### config.mk
export PLATFORM = sky130hd
export DESIGN_NAME = div_sched_flat
export DESIGN_NICKNAME = d
export VERILOG_FILES = /design/src/rtl/div_sched_if.sv /design/src/rtl/div_sched.sv /design/src/flat_wrapper.sv
export SDC_FILE = /design/constraint.sdc
export NUM_CORES = 1
export LEC_CHECK = 0
export CAP_MARGIN = 5
export CORE_MARGIN = 2
export CORE_UTILIZATION = 39
export CTS_CLUSTER_SIZE = 20
export DETAILED_ROUTE_END_ITERATION = 10
export GPL_TIMING_DRIVEN = 0
export PLACE_DENSITY = 0.66
export SLEW_MARGIN = 20
export SYNTH_ARGS = -nofsm -noshare
export SYNTH_HDL_FRONTEND = slang
export SYNTH_SLANG_ARGS = --single-unit
### constraint.sdc
create_clock -name clk -period 7.17 [get_ports clk]
set_input_delay 1.0755 -clock clk [delete_from_list [all_inputs] [get_ports clk]]
set_output_delay 1.0755 -clock clk [all_outputs]
set_load 0.05 [all_outputs]
### src/rtl/div_sched_if.sv
// div_sched_if: execute/decode/writeback bundle for the divide sequencer.
//   req_*      : divide request from execute (valid/ready handshake)
//   hold_o     : structural stall back to the pipeline
//   busy_o     : an operation is pending
//   id_reg*    : decode read addresses, raw_stall_o hazard back to decode
//   ex_reg_we_i: execute owns the GPR write port this cycle
//   wb_*       : divider GPR write port
// master = pipeline side, slave = div_sched.
interface div_sched_if #(
    parameter int XLEN = 32
);
    logic            req_valid_i;
    logic [1:0]      req_op_i;
    logic [XLEN-1:0] req_dividend_i;
    logic [XLEN-1:0] req_divisor_i;
    logic [4:0]      req_rd_i;
    logic            req_ready_o;
    logic            hold_o;
    logic            busy_o;
    logic [4:0]      id_reg1_raddr_i;
    logic [4:0]      id_reg2_raddr_i;
    logic            raw_stall_o;
    logic            ex_reg_we_i;
    logic            wb_we_o;
    logic [4:0]      wb_waddr_o;
    logic [XLEN-1:0] wb_wdata_o;

    modport master (
        output req_valid_i, req_op_i, req_dividend_i, req_divisor_i, req_rd_i,
        output id_reg1_raddr_i, id_reg2_raddr_i, ex_reg_we_i,
        input  req_ready_o, hold_o, busy_o, raw_stall_o,
        input  wb_we_o, wb_waddr_o, wb_wdata_o
    );

    modport slave (
        input  req_valid_i, req_op_i, req_dividend_i, req_divisor_i, req_rd_i,
        input  id_reg1_raddr_i, id_reg2_raddr_i, ex_reg_we_i,
        output req_ready_o, hold_o, busy_o, raw_stall_o,
        output wb_we_o, wb_waddr_o, wb_wdata_o
    );
endinterface

### src/rtl/div_sched.sv
// div_sched: sequencer for the iterative (1 bit/cycle) integer divide path.
// Accepts DIV/DIVU/REM/REMU from execute, runs restoring division, tracks
// the pending rd for RAW stalls and yields the GPR write port to execute.
// Ports:
//   clk  : core clock
//   rst  : synchronous reset, active-high
//   bus  : div_sched_if.slave (request, hazard and writeback signals)
// Optional build macro: DIV_EARLY_OUT_EN -- skip CALC when |dividend| <
// |divisor|; results are identical, only latency changes.
module div_sched #(
    parameter int XLEN  = 32,
    parameter int CNT_W = 6
) (
    input logic       clk,
    input logic       rst,
    div_sched_if.slave bus
);
    localparam logic [1:0] S_IDLE  = 2'd0;
    localparam logic [1:0] S_CHECK = 2'd1;
    localparam logic [1:0] S_CALC  = 2'd2;
    localparam logic [1:0] S_DONE  = 2'd3;

    logic [1:0]      state;
    logic [1:0]      op_q;
    logic [XLEN-1:0] a_q;       // dividend, then quotient shift register in CALC
    logic [XLEN-1:0] b_q;       // divisor (magnitude once in CALC)
    logic [XLEN:0]   rem_q;     // one extra bit so the trial subtract cannot wrap
    logic [XLEN-1:0] result_q;
    logic [4:0]      rd_q;
    logic [CNT_W-1:0] cnt_q;
    logic            neg_q, neg_r;

    // operand signs and magnitudes, valid while in CHECK
    logic            is_signed, a_neg, b_neg, ovf;
    logic [XLEN-1:0] abs_a, abs_b;
    assign is_signed = ~op_q[0];
    assign a_neg     = is_signed & a_q[XLEN-1];
    assign b_neg     = is_signed & b_q[XLEN-1];
    assign abs_a     = a_neg ? -a_q : a_q;
    assign abs_b     = b_neg ? -b_q : b_q;
    assign ovf       = is_signed && (a_q == {1'b1, {(XLEN-1){1'b0}}}) && (&b_q);

    // one restoring step: shift in next dividend bit, subtract if it fits
    logic [XLEN:0]   shifted, diff, rem_nxt;
    logic            take;
    logic [XLEN-1:0] quo_nxt, q_fix, r_fix;
    assign shifted = {rem_q[XLEN-1:0], a_q[XLEN-1]};
    assign diff    = shifted - {1'b0, b_q};
    assign take    = ~diff[XLEN];
    assign rem_nxt = take ? diff : shifted;
    assign quo_nxt = {a_q[XLEN-2:0], take};
    assign q_fix   = neg_q ? -quo_nxt : quo_nxt;
    assign r_fix   = neg_r ? -rem_nxt[XLEN-1:0] : rem_nxt[XLEN-1:0];

    always_ff @(posedge clk) begin
        if (rst) begin
            state    <= S_IDLE;
            op_q     <= '0;
            a_q      <= '0;
            b_q      <= '0;
            rem_q    <= '0;
            result_q <= '0;
            rd_q     <= '0;
            cnt_q    <= '0;
            neg_q    <= 1'b0;
            neg_r    <= 1'b0;
        end else begin
            case (state)
                S_IDLE: if (bus.req_valid_i) begin
                    op_q  <= bus.req_op_i;
                    a_q   <= bus.req_dividend_i;
                    b_q   <= bus.req_divisor_i;
                    rd_q  <= bus.req_rd_i;
                    state <= S_CHECK;
                end
                S_CHECK: begin
                    if (b_q == '0) begin
                        result_q <= op_q[1] ? a_q : '1;
                        state    <= S_DONE;
                    end else if (ovf) begin
                        result_q <= op_q[1] ? '0 : {1'b1, {(XLEN-1){1'b0}}};
                        state    <= S_DONE;
                    end
`ifdef DIV_EARLY_OUT_EN
                    else if (abs_a < abs_b) begin
                        // quotient is zero; remainder is the untouched dividend
                        result_q <= op_q[1] ? a_q : '0;
                        state    <= S_DONE;
                    end
`endif
                    else begin
                        a_q   <= abs_a;
                        b_q   <= abs_b;
                        rem_q <= '0;
                        cnt_q <= '0;
                        neg_q <= a_neg ^ b_neg;
                        neg_r <= a_neg;
                        state <= S_CALC;
                    end
                end
                S_CALC: begin
                    a_q   <= quo_nxt;
                    rem_q <= rem_nxt;
                    cnt_q <= cnt_q + 1'b1;
                    if (cnt_q == CNT_W'(XLEN-1)) begin
                        result_q <= op_q[1] ? r_fix : q_fix;
                        state    <= S_DONE;
                    end
                end
                default: begin
                    // rd==0 retires silently; otherwise wait for a free write port
                    if (rd_q == '0 || !bus.ex_reg_we_i) state <= S_IDLE;
                end
            endcase
        end
    end

    logic idle, wb_fire, rd_hit, acc_hit;
    assign idle    = (state == S_IDLE);
    assign wb_fire = (state == S_DONE) && (rd_q != '0) && !bus.ex_reg_we_i;
    assign rd_hit  = (rd_q != '0) &&
                     (bus.id_reg1_raddr_i == rd_q || bus.id_reg2_raddr_i == rd_q);
    assign acc_hit = bus.req_valid_i && (bus.req_rd_i != '0) &&
                     (bus.id_reg1_raddr_i == bus.req_rd_i ||
                      bus.id_reg2_raddr_i == bus.req_rd_i);

    assign bus.req_ready_o = idle;
    assign bus.hold_o      = bus.req_valid_i & ~idle;
    assign bus.busy_o      = ~idle;
    assign bus.raw_stall_o = idle ? acc_hit : rd_hit;
    assign bus.wb_we_o     = wb_fire;
    assign bus.wb_waddr_o  = wb_fire ? rd_q : '0;
    assign bus.wb_wdata_o  = wb_fire ? result_q : '0;
endmodule

### src/flat_wrapper.sv
// flat-port wrapper written by rule: the top's interface ports become plain ports
module div_sched_flat 
#(
    parameter int XLEN  = 32,
    parameter int CNT_W = 6
)
  (clk, rst, bus_req_valid_i, bus_req_op_i, bus_req_dividend_i, bus_req_divisor_i, bus_req_rd_i, bus_id_reg1_raddr_i, bus_id_reg2_raddr_i, bus_ex_reg_we_i, bus_req_ready_o, bus_hold_o, bus_busy_o, bus_raw_stall_o, bus_wb_we_o, bus_wb_waddr_o, bus_wb_wdata_o);
  div_sched_if #(.XLEN(XLEN)) bus_i ();
  input logic clk;
  input logic rst;
  input wire logic [$bits(bus_i.req_valid_i)-1:0] bus_req_valid_i;
  input wire logic [$bits(bus_i.req_op_i)-1:0] bus_req_op_i;
  input wire logic [$bits(bus_i.req_dividend_i)-1:0] bus_req_dividend_i;
  input wire logic [$bits(bus_i.req_divisor_i)-1:0] bus_req_divisor_i;
  input wire logic [$bits(bus_i.req_rd_i)-1:0] bus_req_rd_i;
  input wire logic [$bits(bus_i.id_reg1_raddr_i)-1:0] bus_id_reg1_raddr_i;
  input wire logic [$bits(bus_i.id_reg2_raddr_i)-1:0] bus_id_reg2_raddr_i;
  input wire logic [$bits(bus_i.ex_reg_we_i)-1:0] bus_ex_reg_we_i;
  output wire logic [$bits(bus_i.req_ready_o)-1:0] bus_req_ready_o;
  output wire logic [$bits(bus_i.hold_o)-1:0] bus_hold_o;
  output wire logic [$bits(bus_i.busy_o)-1:0] bus_busy_o;
  output wire logic [$bits(bus_i.raw_stall_o)-1:0] bus_raw_stall_o;
  output wire logic [$bits(bus_i.wb_we_o)-1:0] bus_wb_we_o;
  output wire logic [$bits(bus_i.wb_waddr_o)-1:0] bus_wb_waddr_o;
  output wire logic [$bits(bus_i.wb_wdata_o)-1:0] bus_wb_wdata_o;
  assign bus_i.req_valid_i = bus_req_valid_i;
  assign bus_i.req_op_i = bus_req_op_i;
  assign bus_i.req_dividend_i = bus_req_dividend_i;
  assign bus_i.req_divisor_i = bus_req_divisor_i;
  assign bus_i.req_rd_i = bus_req_rd_i;
  assign bus_i.id_reg1_raddr_i = bus_id_reg1_raddr_i;
  assign bus_i.id_reg2_raddr_i = bus_id_reg2_raddr_i;
  assign bus_i.ex_reg_we_i = bus_ex_reg_we_i;
  assign bus_req_ready_o = bus_i.req_ready_o;
  assign bus_hold_o = bus_i.hold_o;
  assign bus_busy_o = bus_i.busy_o;
  assign bus_raw_stall_o = bus_i.raw_stall_o;
  assign bus_wb_we_o = bus_i.wb_we_o;
  assign bus_wb_waddr_o = bus_i.wb_waddr_o;
  assign bus_wb_wdata_o = bus_i.wb_wdata_o;
  div_sched #(.XLEN(XLEN), .CNT_W(CNT_W)) u_core (.clk(clk), .rst(rst), .bus(bus_i));
endmodule
[Word level (Yosys, flattened, before mapping)]
Index checks and enable logic that the tools add are counted.
Operators by class
  add/subtract/negate cells: 6
  $mul: 0
  divide/modulo/power cells: 0
  order comparisons: 0
  equality and inequality tests: 16
  shifts and indexed selects: 0
  muxes and demuxes: 35
  bitwise gates (word level): 9
  reduce and logical (&&, ||, !) cells: 28
Operators with widths (number)
  $mux 32: 20
  $pmux 32 s2: 3
  $neg 32->32: 4
  $pmux 32 s3: 1
  $sub 33x32->33: 1
  $eq 32x32->1 const B: 1
  $logic_not 32->1: 1
  $reduce_and 32->1: 1
  $eq 5x5->1: 4
  $mux 6: 2
  $pmux 6 s2: 1
  $reduce_and 3->1: 4
  $reduce_and 5->1: 2
  $reduce_bool 5->1: 2
  $mux 2: 4
  $logic_and 1x1->1: 7
  $add 6x1->6 const B: 1
  $eq 6x5->1 const B: 1
  $ne 2x1->1 const B: 3
  $ne 2x2->1 const B: 3
  $pmux 2 s3: 1
  $logic_not 5->1: 1
  $mux 5: 1
  $not 1->1: 5
  other kinds (13): 20
Storage, ports and cells
  flip-flop bits (word level): 145
  latch bits: 0
  RAM bits: 0
  ROM bits: 0
  output and inout bits: 42
  memories kept: 0

[Logic depth before layout (Yosys ltp)]
Gate-level depths: netlist of run 1.
  depth after elaboration: 7
  depth in mapped cells: 25

[Least setup slack after synthesis of run 1]
Ideal clock, no wire load.
  path kind: register to register
  start: reg u_core.a_q[31]
  end: reg u_core.result_q[30]
  library setup time: 116 ps
  arrival: 5094 ps
  slack: 1960 ps
  stages on the path, launching flop included: 25
  clock period less this slack: 5210 ps
  cells stage by stage: dfxtp_1 > clkbuf_1 > inv_1 > ha_1 > fa_1 > nor2b_1 > o31a_1 > o211ai_2 > a21oi_2 > o21a_4 > nor2_1 > inv_1 > clkbuf_1 > buf_1 > nor2_1 > a21oi_1 > ha_1 > nand2b_1 > or4_1 > a21oi_1 > a41oi_1 > a211o_1 > nor4_1 > mux2i_1 > a41o_1
On the way
  longest elaborated chain between the ends: 7
RTL lines
  start: declaration: RTL line div_sched.sv:25  | logic [XLEN-1:0] a_q;
  start signal: assignment: RTL line div_sched.sv:71  | a_q <= bus.req_dividend_i;
  start signal: assignment: RTL line div_sched.sv:92  | a_q <= abs_a;
  start signal: assignment: RTL line div_sched.sv:102  | a_q <= quo_nxt;
  $sub 33x32->33: RTL line div_sched.sv:48  | assign diff = shifted - {1'b0, b_q};
  $mux 32 / $not 1->1 (equally long branches): RTL line div_sched.sv:50, div_sched.sv:49
  $neg 32->32, on equally long branches: RTL line div_sched.sv:53, div_sched.sv:52
  $mux 32, on equally long branches: RTL line div_sched.sv:53, div_sched.sv:52
  $mux 32: RTL line div_sched.sv:106  | result_q <= op_q[1] ? r_fix : q_fix;
  $mux 32: RTL line div_sched.sv:105  | if (cnt_q == CNT_W'(XLEN-1)) begin
  $pmux 32 s2: RTL line div_sched.sv:68  | case (state)
  end signal: assignment: RTL line div_sched.sv:78  | result_q <= op_q[1] ? a_q : '1;
  end signal: assignment: RTL line div_sched.sv:81  | result_q <= op_q[1] ? '0 : {1'b1, {(XLEN-1){1'b0}}};
  end signal: assignment: RTL line div_sched.sv:106
  end: declaration: RTL line div_sched.sv:28  | logic [XLEN-1:0] result_q;
Several ways; a longest one is shown, not always the timed one. The select of a mux whose other input is x is not followed.
A chain may end at the register's enable or synchronous reset.

[Worst setup path after layout of run 1]
  start: reg u_core.a_q[31]
  end: reg u_core.result_q[18]
The elaborated chain is that of the path after synthesis.

==> summary.txt, run 1 <==
Yosys
  – Seq/Total Area, Yosys: 22.2%
  – Top FF cell, synth: dfxtp_1
  – Post-synth top cells: 247 x nor2_1, 183 x nand2_1, 164 x a21oi_1, 145 x dfxtp_1, 132 x clkbuf_1
  – Top cell type's share of synthesized area: around 22%
  – Synth Net Count: 1998
  – Cell with the most instances after synthesis: nor2_1
  – Post-synth ARST share: 0%
  – Mapped Cells: approximately 1900
  – Post-Syn Area: between 10000 and 15000 um^2
  – Post-synth EDFFs: 0
  – Yosys cell types: between 90 and 100
  – Yosys synthesis warning count: 0
  – Syn avg cell area: about 7 um^2
  – Cell taking the most area after synthesis: dfxtp_1
  – #FFs+latches synth: between 100 and 150
  – Largest cells by area after synthesis: dfxtp_1 22%, nor2_1 7.1%, a21oi_1 6.3%, nand2_1 5.3%, o21ai_0 4.7%

Global routing
  – Overflow left after global routing: 0
  – Global-route wire length before repair: roughly 88000 um
  – Largest net degree at the start of global routing: 17
  – Vias in the first global route: approximately 14000
  – Initial antenna violation count: 3
  – All-layer global routing usage: between 30% and 40%

Floorplanning
  – Initial Util: ~40%
  – Die X: approximately 190 um
  – Ports: around 130
  – Core area: 32700 um^2
  – Area of the die: approximately 35000 um^2
  – Die H: 187 um
  – Row count: 66

Worst setup path
  – Buf/Inv on CP: 4
  – CP required: ~7500 ps
  – Critical Path Stages: 23
  – Cell family with most CP delay: compound AO/OA/AOI/OAI gates
  – Max FO, Critical Path: 10
  – R2R Setup Slk: around 260 ps
  – Critical path launch point type: register
  – CP Cell Sequence: inv_1, ha_1, fa_1, nor2b_1, o31a_1, o211ai_2, a21oi_2, o21a_4, nor2_1, inv_1, clkbuf_1, clkbuf_2, nor2_1, a21oi_1, ha_1, nand2b_1, or4_1, a21oi_1, a41oi_1, o41ai_1, xnor2_1, a221oi_1, a211oi_1
  – Critical Path Start: u_core.a_q[31]$_SDFFE_PP0P_
  – Worst setup EP type: register
  – Worst setup path endpoint: u_core.result_q[18]$_SDFFE_PP0P_
  – Crit-path slowest cell: dfxtp_1
  – RR Endpoint: u_core.result_q[18]$_SDFFE_PP0P_
  – Worst reg2reg path startpoint: u_core.a_q[31]$_SDFFE_PP0P_
  – CP max stage delay: between 700 and 800 ps
  – CP Data Arrival Time: slightly above 7000 ps
  – Reg2Reg Depth: 23
  – Critical setup path kind: register to register

Cells and area
  – Area Growth Syn to Fin: 18.4%
  – Final net count: ~2100
  – Layout cells sized above 1: 4.84%
  – Multi-input gate area: 9300 um^2
  – N_diodes: 0
  – Fillers: roughly 3400
  – Sequential Area: a little under 3000 um^2

Pwr
  – Leakage: approximately 5.7 nW
  – Power Dens Cells: around 450 nW/um^2
  – Worst VDD drop: 0.181 mV
  – Total power: 7.02 mW

Detailed routing
  – Drt first pass iters: 6
  – WL/cell: between 20 and 25 um
  – Post-DR vias/cell: 6.32
  – WL final: 59000 um
  – Via count: about 16000
  – Post-DRT Antenna Nets: 0
  – DR iter-0 viols: roughly 1900
  – DRC violation count after routing: 0

Clocking
  – CTS Root Cell: clkbuf_16
  – Reg clk slew, reported paths: ~70 ps
  – CTS tree: built
  – Num CTS Buffers: 17
  – Clock buffer depth: 2
  – Clk sink count: between 100 and 150
  – Setup repair bufs after CTS: 0
  – Worst-skew pair later-pin latency: 460 ps
  – H-tree levels: 4

STA
  – Final setup TNS: 0 ps
  – Clock Skews: approximately 16 ps
  – Final min period: just under 7000 ps
  – Slew Viols, Final: 0
  – Worst hold slack: between 400 and 500 ps
  – Max_slew headroom: 28.9%
  – Fin. Hold Viols: 0
  – Worst setup margin: about 260 ps
  – Fin crit share: about 96%
  – Worst Tran Pin Value: 1070 ps
  – Max Fclk: about 0.14 GHz
  – Setup-failing EPs final: 0

Min path
  – Worst hold path type: register to register

Placed design
  – Port-buffer cells: around 130
  – Pre-CTS WS: roughly 250 ps
  – RD Place Congestion: between 1 and 1.5
  – DP Wirelength: 45200 um

Run status
  – Status: completed

Run
  – Max Cap Viol: 0
[final cells by class]
class	count	area share, %
Multi-Input combinational cell	1511	60.2
Sequential cell	145	18.8
Timing Repair Buffer	126	8.16
Buffer	155	4.08
Tap cell	442	3.58
Clock buffer	18	2.84
Inverter	57	1.39
Clock inverter	14	0.956
[per-layer routing]
| metal | vias to the layer above | share of wire, % | global-route usage, % |
|---|---|---|---|
| met5 | - | 0.078 | 0 |
| met4 | 6 | 2.5 | 8.55 |
| met3 | 130 | 11 | 8.48 |
| met2 | 925 | 43 | 49.7 |
| met1 | 7433 | 43 | 45.3 |
| li1 | 7094 | - | - |
[state kept, by name (all words and copies together) (netlist names)]
| register | cells |
|---|---|
| u_core.a_q | 32 |
| u_core.b_q | 32 |
| u_core.rem_q | 32 |
| u_core.result_q | 32 |
| u_core.cnt_q | 6 |
| u_core.rd_q | 5 |
| u_core.op_q | 2 |
| u_core.state | 2 |
| u_core.neg_q | 1 |
| u_core.neg_r | 1 |
[report_power, final]
part           switching, mW  internal, mW
registers              0.203          1.02
logic                   3.35          1.50
clock network          0.443         0.499
[repair_timing]
action / 4_1_cts / 5_1_grt
gates resized for setup: 0 / 2
hold buffers: 0 / 0
endpoints found under the setup margin: 0 / 8
[worst min path at each step]
stage                                     from                              end  slack (ps)  depth (start not counted)
6_report       u_core.result_q[2]$_SDFFE_PP0P_  u_core.result_q[2]$_SDFFE_PP0P_         450                          2
5_1_grt        u_core.result_q[2]$_SDFFE_PP0P_  u_core.result_q[2]$_SDFFE_PP0P_         470                          2
4_1_cts        u_core.result_q[2]$_SDFFE_PP0P_  u_core.result_q[2]$_SDFFE_PP0P_         460                          2
3_5_place_dp   u_core.result_q[2]$_SDFFE_PP0P_  u_core.result_q[2]$_SDFFE_PP0P_         450                          2
3_3_place_gp   u_core.result_q[2]$_SDFFE_PP0P_  u_core.result_q[2]$_SDFFE_PP0P_         440                          2
2_1_floorplan  u_core.result_q[9]$_SDFFE_PP0P_  u_core.result_q[9]$_SDFFE_PP0P_         430                          2
[worst reg2reg max path, delay by kind of cell, from the launching register on]
family / cells / cell delay, ps
DFF: 1 / 730
AOI/OAI and AO/OA: 10 / 2600
adders and majority gates: 3 / 950
and+or+nand+nor: 5 / 1030
buffers and inverters: 4 / 1300
xor gates and xnor gates: 1 / 150
[metrics by stage]
step / instances / cell area [um^2] / util, %
after floorplan: 1869 / 13000 / -
after global placement: 2437 / 14900 / 45.4
after detailed placement: 2437 / 14900 / 45.4
after CTS: 2469 / 15400 / 47.2
after global routing: 2468 / 15400 / 47.2
final: 2468 / 15400 / 47.2
[layout by cell type (no fill, tap or decap), drive strengths merged, types with 16 or more instances in the layout]
master | netlist | final
a211oi | 48 | 48
buf | 24 | 22
mux2i | 17 | 17
nor3 | 43 | 43
and2 | 51 | 51
dfxtp | 145 | 145
nand4 | 27 | 27
o31ai | 39 | 39
o21ai | 124 | 124
nand3 | 52 | 52
a21o | 28 | 28
or3 | 22 | 22
nor4 | 22 | 22
inv | 56 | 62
nand2 | 183 | 183
a311oi | 16 | 16
a21oi | 165 | 165
xnor2 | 60 | 60
xor2 | 47 | 47
clkdlybuf4s50 | 0 | 126
ha | 43 | 43
clkbuf | 132 | 151
a22oi | 45 | 45
nor2 | 247 | 247
[cell families after synthesis]
family                   share of synthesized area (%)
AND/OR/NAND/NOR                                   26.8
AO/OA/AOI/OAI                                     30.7
buffers and inverters                             6.48
flip-flops                                        22.2
XOR/XNOR                                          7.18
adder cells (fa/ha/maj)                           4.28
multiplexers                                      2.34
(Power assumes the default switching activity.)
==> run 2, diff against run 1 <==
--- a/config.mk
+++ b/config.mk
@@ -8,7 +8,7 @@
 export CAP_MARGIN = 5
 export CORE_MARGIN = 2
 export CORE_UTILIZATION = 39
-export CTS_CLUSTER_SIZE = 20
+export CTS_CLUSTER_SIZE = 28
 export DETAILED_ROUTE_END_ITERATION = 10
 export GPL_TIMING_DRIVEN = 0
 export PLACE_DENSITY = 0.66
==> results of run 2 <==
No change in the layout: final DEF, timing and power equal those of run 1.
